$ cat src/rtl/division_seq.sv
// Sequential radix-2 restoring divider: one quotient bit per clock, valid/ready on both sides.
// Optional two's-complement mode when DIVISION_SEQ_SIGNED_EN is defined (adds the Sgn port).
module division_seq #(
  parameter int WIDTH = 32,
  parameter int CNT_W = $clog2(WIDTH + 1)
) (
  input  logic             clk,
  input  logic             rst,
  input  logic [WIDTH-1:0] A,
  input  logic [WIDTH-1:0] B,
  input  logic             in_valid,
  output logic             in_ready,
  output logic [WIDTH-1:0] Res,
  output logic [WIDTH-1:0] Rem,
  output logic             div_zero,
  output logic             out_valid,
  input  logic             out_ready
`ifdef DIVISION_SEQ_SIGNED_EN
  ,
  input  logic             Sgn
`endif
);

  typedef enum logic [1:0] {IDLE, CALC, DONE} state_e;

  localparam logic [CNT_W-1:0] LAST = CNT_W'(WIDTH - 1);

  state_e           state_q;
  logic [CNT_W-1:0] cnt_q;
  logic [WIDTH-1:0] a_q;     // original dividend, returned as Rem on divide-by-zero
  logic [WIDTH-1:0] dvd_q;   // dividend shifts out MSB-first while quotient shifts in
  logic [WIDTH-1:0] dvs_q;
  logic [WIDTH-1:0] prem_q;
  logic [WIDTH-1:0] res_q;
  logic [WIDTH-1:0] rem_q;
  logic             dz_q;
  logic             zero_q;
  logic             ov_q;
  logic             neg_quo_q;
  logic             neg_rem_q;

  logic [WIDTH:0]   prem_sh;
  logic             ge;
  logic [WIDTH-1:0] diff;
  logic [WIDTH-1:0] prem_d;
  logic [WIDTH-1:0] quo_d;
  logic [WIDTH-1:0] res_d;
  logic [WIDTH-1:0] rem_d;
  logic [WIDTH-1:0] a_mag;
  logic [WIDTH-1:0] b_mag;
  logic             neg_quo_d;
  logic             neg_rem_d;

  // One restoring step: the trial subtraction is done as a (WIDTH+1)-bit compare,
  // and only the low WIDTH bits of the difference can survive since prem < divisor.
  always_comb begin
    prem_sh = {prem_q, dvd_q[WIDTH-1]};
    ge      = (prem_sh >= {1'b0, dvs_q});
    diff    = prem_sh[WIDTH-1:0] - dvs_q;
    prem_d  = ge ? diff : prem_sh[WIDTH-1:0];
    quo_d   = {dvd_q[WIDTH-2:0], ge};
    res_d   = neg_quo_q ? -quo_d  : quo_d;
    rem_d   = neg_rem_q ? -prem_d : prem_d;
  end

`ifdef DIVISION_SEQ_SIGNED_EN
  // MIN negates to itself, which is the correct unsigned magnitude 2**(WIDTH-1).
  always_comb begin
    neg_quo_d = Sgn & (A[WIDTH-1] ^ B[WIDTH-1]);
    neg_rem_d = Sgn & A[WIDTH-1];
    a_mag     = (Sgn & A[WIDTH-1]) ? -A : A;
    b_mag     = (Sgn & B[WIDTH-1]) ? -B : B;
  end
`else
  always_comb begin
    neg_quo_d = 1'b0;
    neg_rem_d = 1'b0;
    a_mag     = A;
    b_mag     = B;
  end
`endif

  always_ff @(posedge clk) begin
    if (rst) begin
      state_q   <= IDLE;
      cnt_q     <= '0;
      a_q       <= '0;
      dvd_q     <= '0;
      dvs_q     <= '0;
      prem_q    <= '0;
      res_q     <= '0;
      rem_q     <= '0;
      dz_q      <= 1'b0;
      zero_q    <= 1'b0;
      ov_q      <= 1'b0;
      neg_quo_q <= 1'b0;
      neg_rem_q <= 1'b0;
    end else begin
      case (state_q)
        IDLE: begin
          if (in_valid) begin
            a_q       <= A;
            dvd_q     <= a_mag;
            dvs_q     <= b_mag;
            prem_q    <= '0;
            cnt_q     <= '0;
            zero_q    <= (B == '0);
            neg_quo_q <= neg_quo_d;
            neg_rem_q <= neg_rem_d;
            state_q   <= CALC;
          end
        end
        CALC: begin
          // A zero divisor spends a single cycle here, so its result is ready one edge after accept.
          if (zero_q) begin
            res_q   <= '1;
            rem_q   <= a_q;
            dz_q    <= 1'b1;
            ov_q    <= 1'b1;
            state_q <= DONE;
          end else begin
            prem_q <= prem_d;
            dvd_q  <= quo_d;
            cnt_q  <= cnt_q + 1'b1;
            if (cnt_q == LAST) begin
              res_q   <= res_d;
              rem_q   <= rem_d;
              dz_q    <= 1'b0;
              ov_q    <= 1'b1;
              state_q <= DONE;
            end
          end
        end
        DONE: begin
          if (out_ready) begin
            ov_q    <= 1'b0;
            state_q <= IDLE;
          end
        end
        default: state_q <= IDLE;
      endcase
    end
  end

  assign in_ready  = (state_q == IDLE);
  assign Res       = res_q;
  assign Rem       = rem_q;
  assign div_zero  = dz_q;
  assign out_valid = ov_q;

endmodule
$ cat config.mk
export PLATFORM = sky130hd
export DESIGN_NAME = division_seq
export DESIGN_NICKNAME = d
export VERILOG_FILES = /design/src/rtl/division_seq.sv
export SDC_FILE = /design/constraint.sdc
export NUM_CORES = 1
export LEC_CHECK = 0
export CORE_MARGIN = 2
export CORE_UTILIZATION = 30
export CTS_CLUSTER_DIAMETER = 30
export DETAILED_ROUTE_END_ITERATION = 12
export PLACE_DENSITY = 0.48
export SETUP_SLACK_MARGIN = 0.05
export SLEW_MARGIN = 10
export SYNTH_ARGS = -nofsm -noshare
export SYNTH_HDL_FRONTEND = slang
export SYNTH_SLANG_ARGS = --single-unit
export TNS_END_PERCENT = 30
$ cat constraint.sdc
create_clock -name clk -period 3.74 [get_ports clk]
set_input_delay 0.374 -clock clk [delete_from_list [all_inputs] [get_ports clk]]
set_output_delay 0.374 -clock clk [all_outputs]
set_load 0.005 [all_outputs]
==> results of run 1 <==
==> cell type report <==
type / instances / area [um2] / area share
clock buffers: 70 / 1498 / 0.1129
clock inverters: 22 / 360.3 / 0.02717
inverters: 40 / 150.1 / 0.01132
multi-input cells: 893 / 5127 / 0.3866
flip-flops and latches: 203 / 4064 / 0.3064
well taps: 402 / 503.0 / 0.03792
repair buffers: 162 / 1562 / 0.1177
==> flip-flops by register name (all words and copies together), names as in the netlist <==
register	count
Rem	32
Res	32
a_q	32
dvd_q	32
dvs_q	32
prem_q	32
cnt_q	6
state_q	2
div_zero	1
out_valid	1
zero_q	1
==> routing by layer <==
layer,vias up,wire length [um]
met1,4226,15780
met4,0,581
met5,-,0
met3,44,1515
li1,4572,-
met2,192,13690
==> power by group <==
group	switching, mW	internal (mW)	leakage, nW
logic	3.42	2.46	2.58
clock network	1.35	3.32	0.907
registers	0.205	2.38	1.65
==> worst paths after layout <==
| check | startpoint | to | slack [ns] |
|---|---|---|---|
| hold / removal | B[27] | dvs_q[27] | 0.41 |
| hold reg to reg | dvs_q[6] | dvs_q[6] | 0.45 |
| setup reg to reg | dvd_q[31] | Rem[26] | 0.59 |
| setup / recovery | dvd_q[31] | Rem[26] | 0.59 |
==> timing repair <==
| item | in CTS | in global routing |
|---|---|---|
| setup buffers | 0 | 9 |
| endpoints found under the hold margin | 0 | 0 |
| setup endpoints to repair | 0 | 16 |
==> cell usage in the layout, fill, tap and decap left out, types with 4 or more instances in the layout <==
master,count
a211o_1,5
a21o_1,18
a21oi_1,98
a22oi_1,34
a311oi_1,32
a31oi_1,10
a32oi_1,6
and3_1,8
buf_4,28
bufinv_16,8
clkbuf_1,4
clkbuf_16,51
clkbuf_8,15
clkdlybuf4s50_1,133
clkinv_2,8
clkinvlp_4,4
dfxtp_1,203
ha_1,33
inv_1,40
mux2i_1,25
nand2_1,245
nand2b_1,4
nand3_1,8
nand4_1,12
nor2_1,126
nor3_1,46
nor4_1,9
o211ai_1,5
o21ai_0,4
o21ai_1,47
o22ai_1,27
xnor2_1,20
xor2_1,12
==> logic make-up after synthesis <==
logic type                 share of synthesized area
AOI/OAI and AO/OA                             0.2172
and+or+nand+nor                               0.2086
muxes                                        0.02705
adders and majority gates                    0.04478
buffers and inverters                        0.05294
xor gates and xnor gates                     0.02899
DFF                                           0.4204
==> stage by stage <==
step                hold slack, ns  power, mW  std cells  setup WS (ns)
CTS                         0.3944      12.74       1783         0.4097
global placement            0.4420      8.022       1691         0.4717
finish                      0.4097      13.14       1792         0.5857
floorplan                   0.4360      6.531       1226          1.081
global route                0.4157      13.88       1792         0.3762
detailed placement          0.4488      7.988       1691         0.3932
==> tightest hold or removal path: cells and delay by family <==
kind                   cells  cell delay [ns]
buffers and inverters      1             0.41
and+or+nand+nor            1             0.06
AOI/OAI and AO/OA          1             0.05
==> metrics.yaml, run 1 <==
rr_worst_depth: 12
finalSetupViolations: 0
peakVddDrop_v: 0.0004725
place.gp.congestion: 0.8792
cts-root-buf: "clkbuf_16"
netlist_top_cells_count: "nand2_1, dfxtp_1, nor2_1"
slew_headroom: 0.3518
yosysMostFrequentCell: "nand2_1"
worstPathCellList: "inv_1, ha_1, inv_1, fa_1, a21o_1, a221o_1, o2bb2ai_1, o211a_1, a311oi_1, xor2_1, nor3_1, a211o_1"
syn_area_um2: 9667
gr-max-usage-layer: "met2"
pwr_density_cell_nw_per_um2: 990.3
drv_slew: 0
placed_cell_area_um2: 11330
setup_tns_ns: 0
grt_pass1_vias: 8931
dr.first_iter.drc_count: 531
fmax_ghz: 0.3170
syn_avg_cell_area_um2: 7.885
critPathArrivalTime_ns: 3.58
slowest_delay_ns: 0.40
synth-seq-cells: 203
area_delta_synth_final_pct: 37.21
hold_depth: 3
dp_hpwl_um: 22150
clock_latency_ns: 0.54
avgViaCountPerCell: 5.041
yosysWarnings: 0
worstMarginPinSlew_ns: 0.9648
cts_tree: "done"
drive_gt1_frac: 0.09856
ant_nets: 0
status: "finished, final reports clean"
synth_top_cell_area_share: 0.4204
fillCellCount: 3223
cts_hold_buffers: 0
crit_buf_inv: 2
final_util: 0.4193
die_height_um: 183.5
min_period_ns: 3.154
cap_violations: 0
cp-end-kind: "register"
worst-setup-path-type: "reg2reg"
yosysTopAreaCell: "dfxtp_1"
grt_max_degree: 79
drt-pass1-iter-count: 6
cp_top_family: "compound AO/OA/AOI/OAI gates"
layout.nets: 1452
port_buffers: 134
synth_cells: 1226
antenna_found_initial: 0
synthDistinctLibCells: 61
met2_usage: 0.2863
final_hold_viol_count: 0
async_flop_share: 0
wl_per_cell_um: 17.62
yosysSeqAreaShare: 0.4204
cp_num_cells: 12
fin_crit_sh: 0.8434
start_util: 0.3056
synth_edf_count: 0
vias: 9034
final_area_um2: 13260
fin_skew_ns: 0.01550
cts_resized: 0
numCtsBuffers: 50
hold_class: "in2reg"
ioPinCount: 135
grtUsageTotal: 0.1862
die_x_um: 183.5
crit_required_ns: 4.17
use_met3: 0.03962
grt_pass1_wl_um: 50110
slowest_stage: "fa_1"
worstSetupStartpointType: "register"
die_area_um2: 33670
wl_um: 31570
htreeDepth: 2
path_max_fanout: 4
clk_pin_slew_worst_paths_ns: 0.05
rsz0062_at_grt: "false"
grt-ovfl-total: 0
p_leak_nw: 5.138
crit_top_cell: "inv_1"
n_antenna_cell: 0
drcViolationCount: 0
cts_buffer_depth: 3
syn_nets: 1328
grt_util_met1: 0.2627
rows: 65
synth_area_leaders: "dfxtp_1, nand2_1, a21oi_1, nor2_1, ha_1"
coreArea_um2: 31640
ys.flop_type: "dfxtp_1"
clock_sinks: 203
No activity file was read; power rests on OpenSTA's default activity.
==> run 2: changes to the inputs <==
--- a/config.mk
+++ b/config.mk
@@ -9,7 +9,7 @@
 export CORE_UTILIZATION = 30
 export CTS_CLUSTER_DIAMETER = 30
 export DETAILED_ROUTE_END_ITERATION = 12
-export PLACE_DENSITY = 0.48
+export PLACE_DENSITY = 0.5
 export SETUP_SLACK_MARGIN = 0.05
 export SLEW_MARGIN = 10
 export SYNTH_ARGS = -nofsm -noshare
==> constraint.sdc (replaced) <==
create_clock -name clk -period 2.5 [get_ports clk]
set_input_delay 0.25 -clock clk [delete_from_list [all_inputs] [get_ports clk]]
set_output_delay 0.25 -clock clk [all_outputs]
set_load 0.005 [all_outputs]
==> run 2 against run 1 <==
Effect of this change: register-to-register slack lost 0.99 ns; clock-buffer cell count shrank 16; flip-flop and latch count is the same; critical endpoint unchanged; final area grew 13%; clock skew shrank 0.00076 ns; hold slack lost 0.36 ns; global-route usage grew 0.92 points; clock power grew 31%; the flow now finishes with violations (negative setup slack).
==> metrics.yaml, run 2 (same netlist as run 1, synthesis figures left out) <==
clk_pin_slew_worst_paths_ns: 0.05
antenna_found_initial: 0
grt_pass1_vias: 9602
finalSetupViolations: 60
crit_required_ns: 2.93
rsz0062_at_grt: "true"
cts_hold_buffers: 0
dr.first_iter.drc_count: 543
failed_checks: "negative setup slack"
final_common_cell: "nand2_1"
status: "complete, but fails checks"
clock_sinks: 203
hold_class: "in2reg"
grt_pass1_wl_um: 52480
final_util: 0.4735
start_util: 0.3056
ioPinCount: 135
avgViaCountPerCell: 4.976
grtUsageTotal: 0.1954
ant_nets: 0
dp_hpwl_um: 23670
area_delta_synth_final_pct: 54.97
grt-ovfl-total: 0
critPathArrivalTime_ns: 3.33
cts_tree: "done"
die_height_um: 183.5
vias: 9548
drcViolationCount: 0
final_cell_mix: "nand2_1, dfxtp_1, buf_4, clkdlybuf4s50_1, nor2_1"
wl_per_cell_um: 17.34
place.gp.congestion: 0.8742
dp_slack_ns: -0.3824
peakVddDrop_v: 0.001032
cap_violations: 0
die_x_um: 183.5
hold_path.startpoint: "rst"
min_period_ns: 2.906
wl_um: 33270
slew_headroom: 0.1826
fin_ws_ns: -0.4062
die_area_um2: 33670
grt_max_degree: 70
n_antenna_cell: 0
cts-root-buf: "clkbuf_16"
numCtsBuffers: 47
cts_buffer_depth: 3
fin_skew_ns: 0.01474
fmax_ghz: 0.3441
cp-end-kind: "register"
worst-setup-path-type: "reg2reg"
crit_path_start: "dvd_q[31]"
drt-pass1-iter-count: 5
port_buffers: 134
worstSetupStartpointType: "register"
path_max_fanout: 4
final_hold_viol_count: 0
r2r-start: "dvd_q[31]"
rows: 65
layout.nets: 1585
htreeDepth: 2
drive_gt1_frac: 0.2591
coreArea_um2: 31640
p_leak_nw: 5.872
pwr_density_cell_nw_per_um2: 1649
fillCellCount: 3072
fin_crit_sh: 1.162
clock_latency_ns: 0.55
drv_slew: 0
worstMarginPinSlew_ns: 1.217
==> run 2: cell types whose count changed in the layout (fill, tap and decap cells not counted), sizes merged <==
| cell | delta |
|---|---|
| bufinv | -3 |
| clkinv | +8 |
| clkinvlp | +2 |
| buf | +136 |
| clkbuf | -16 |
==> run 2: path summary, 6_finish.rpt <==
path	end	slack (ns)	cells past startpoint
min	dvs_q[15]	0.05	2
max	Rem[26]	-0.41	12
max reg2reg	Rem[26]	-0.41	12
min reg2reg	dvs_q[6]	0.45	2
==> run 2: stage by stage <==
stage	hold WS [ns]	setup TNS, ns	power, mW	std cells	area (um2)
2_1_floorplan	0.3860	-0.2656	9.890	1226	9707
3_3_place_gp	0.4427	-16.80	14.38	1819	12350
3_5_place_dp	0.4465	-18.15	14.33	1819	12350
4_1_cts	0.02806	-5.519	23.50	1913	14750
5_1_grt	0.05787	-14.04	26.02	1919	14980
6_report	0.04896	-6.093	24.70	1919	14980
==> run 2: worst max-delay path: stages, from the launching register on <==
cell and delay [ns]:
dfxtp_2 0.31, inv_2 0.07, ha_4 0.14, inv_2 0.04
fa_2 0.33, a21o_1 0.21, a221o_2 0.41, o2bb2ai_1 0.17
o211a_1 0.25, a311oi_2 0.21, xor2_1 0.30, nor3_1 0.10
a211o_1 0.24
==> run 2: per-layer routing <==
| layer | wire length, um | track usage | part of all wire | vias up |
|---|---|---|---|---|
| li1 | - | - | - | 4820 |
| met1 | 16410 | 0.2718 | 0.49 | 4488 |
| met5 | 0 | 0 | 0 | - |
| met4 | 688 | 0.05472 | 0.021 | 0 |
| met3 | 1450 | 0.03665 | 0.044 | 49 |
| met2 | 14720 | 0.3085 | 0.44 | 191 |
==> run 2: what timing repair did <==
item                                    in CTS  in global routing
pin swaps                                   56                 27
cloned                                       1                  0
setup buffers                               11                  7
gates resized for setup                    139                 33
endpoints found under the setup margin      66                 66
==> run 2: power by group <==
group | internal (mW) | total [mW] | leakage, nW | switching (mW)
registers | 3.57 | 3.91 | 1.67 | 0.342
clock network | 4.13 | 6.14 | 0.784 | 2.01
logic | 7.67 | 14.7 | 3.42 | 6.98
==> run 2: area by class of cell <==
| type | instances | area, um2 | share of cell area |
|---|---|---|---|
| clock inverters | 29 | 350.3 | 0.02339 |
| inverters | 40 | 150.1 | 0.01002 |
| multi-input cells | 893 | 5961 | 0.3979 |
| well taps | 402 | 503.0 | 0.03358 |
| flip-flops and latches | 203 | 4099 | 0.2736 |
| repair buffers | 298 | 2655 | 0.1772 |
| clock buffers | 54 | 1262 | 0.08427 |
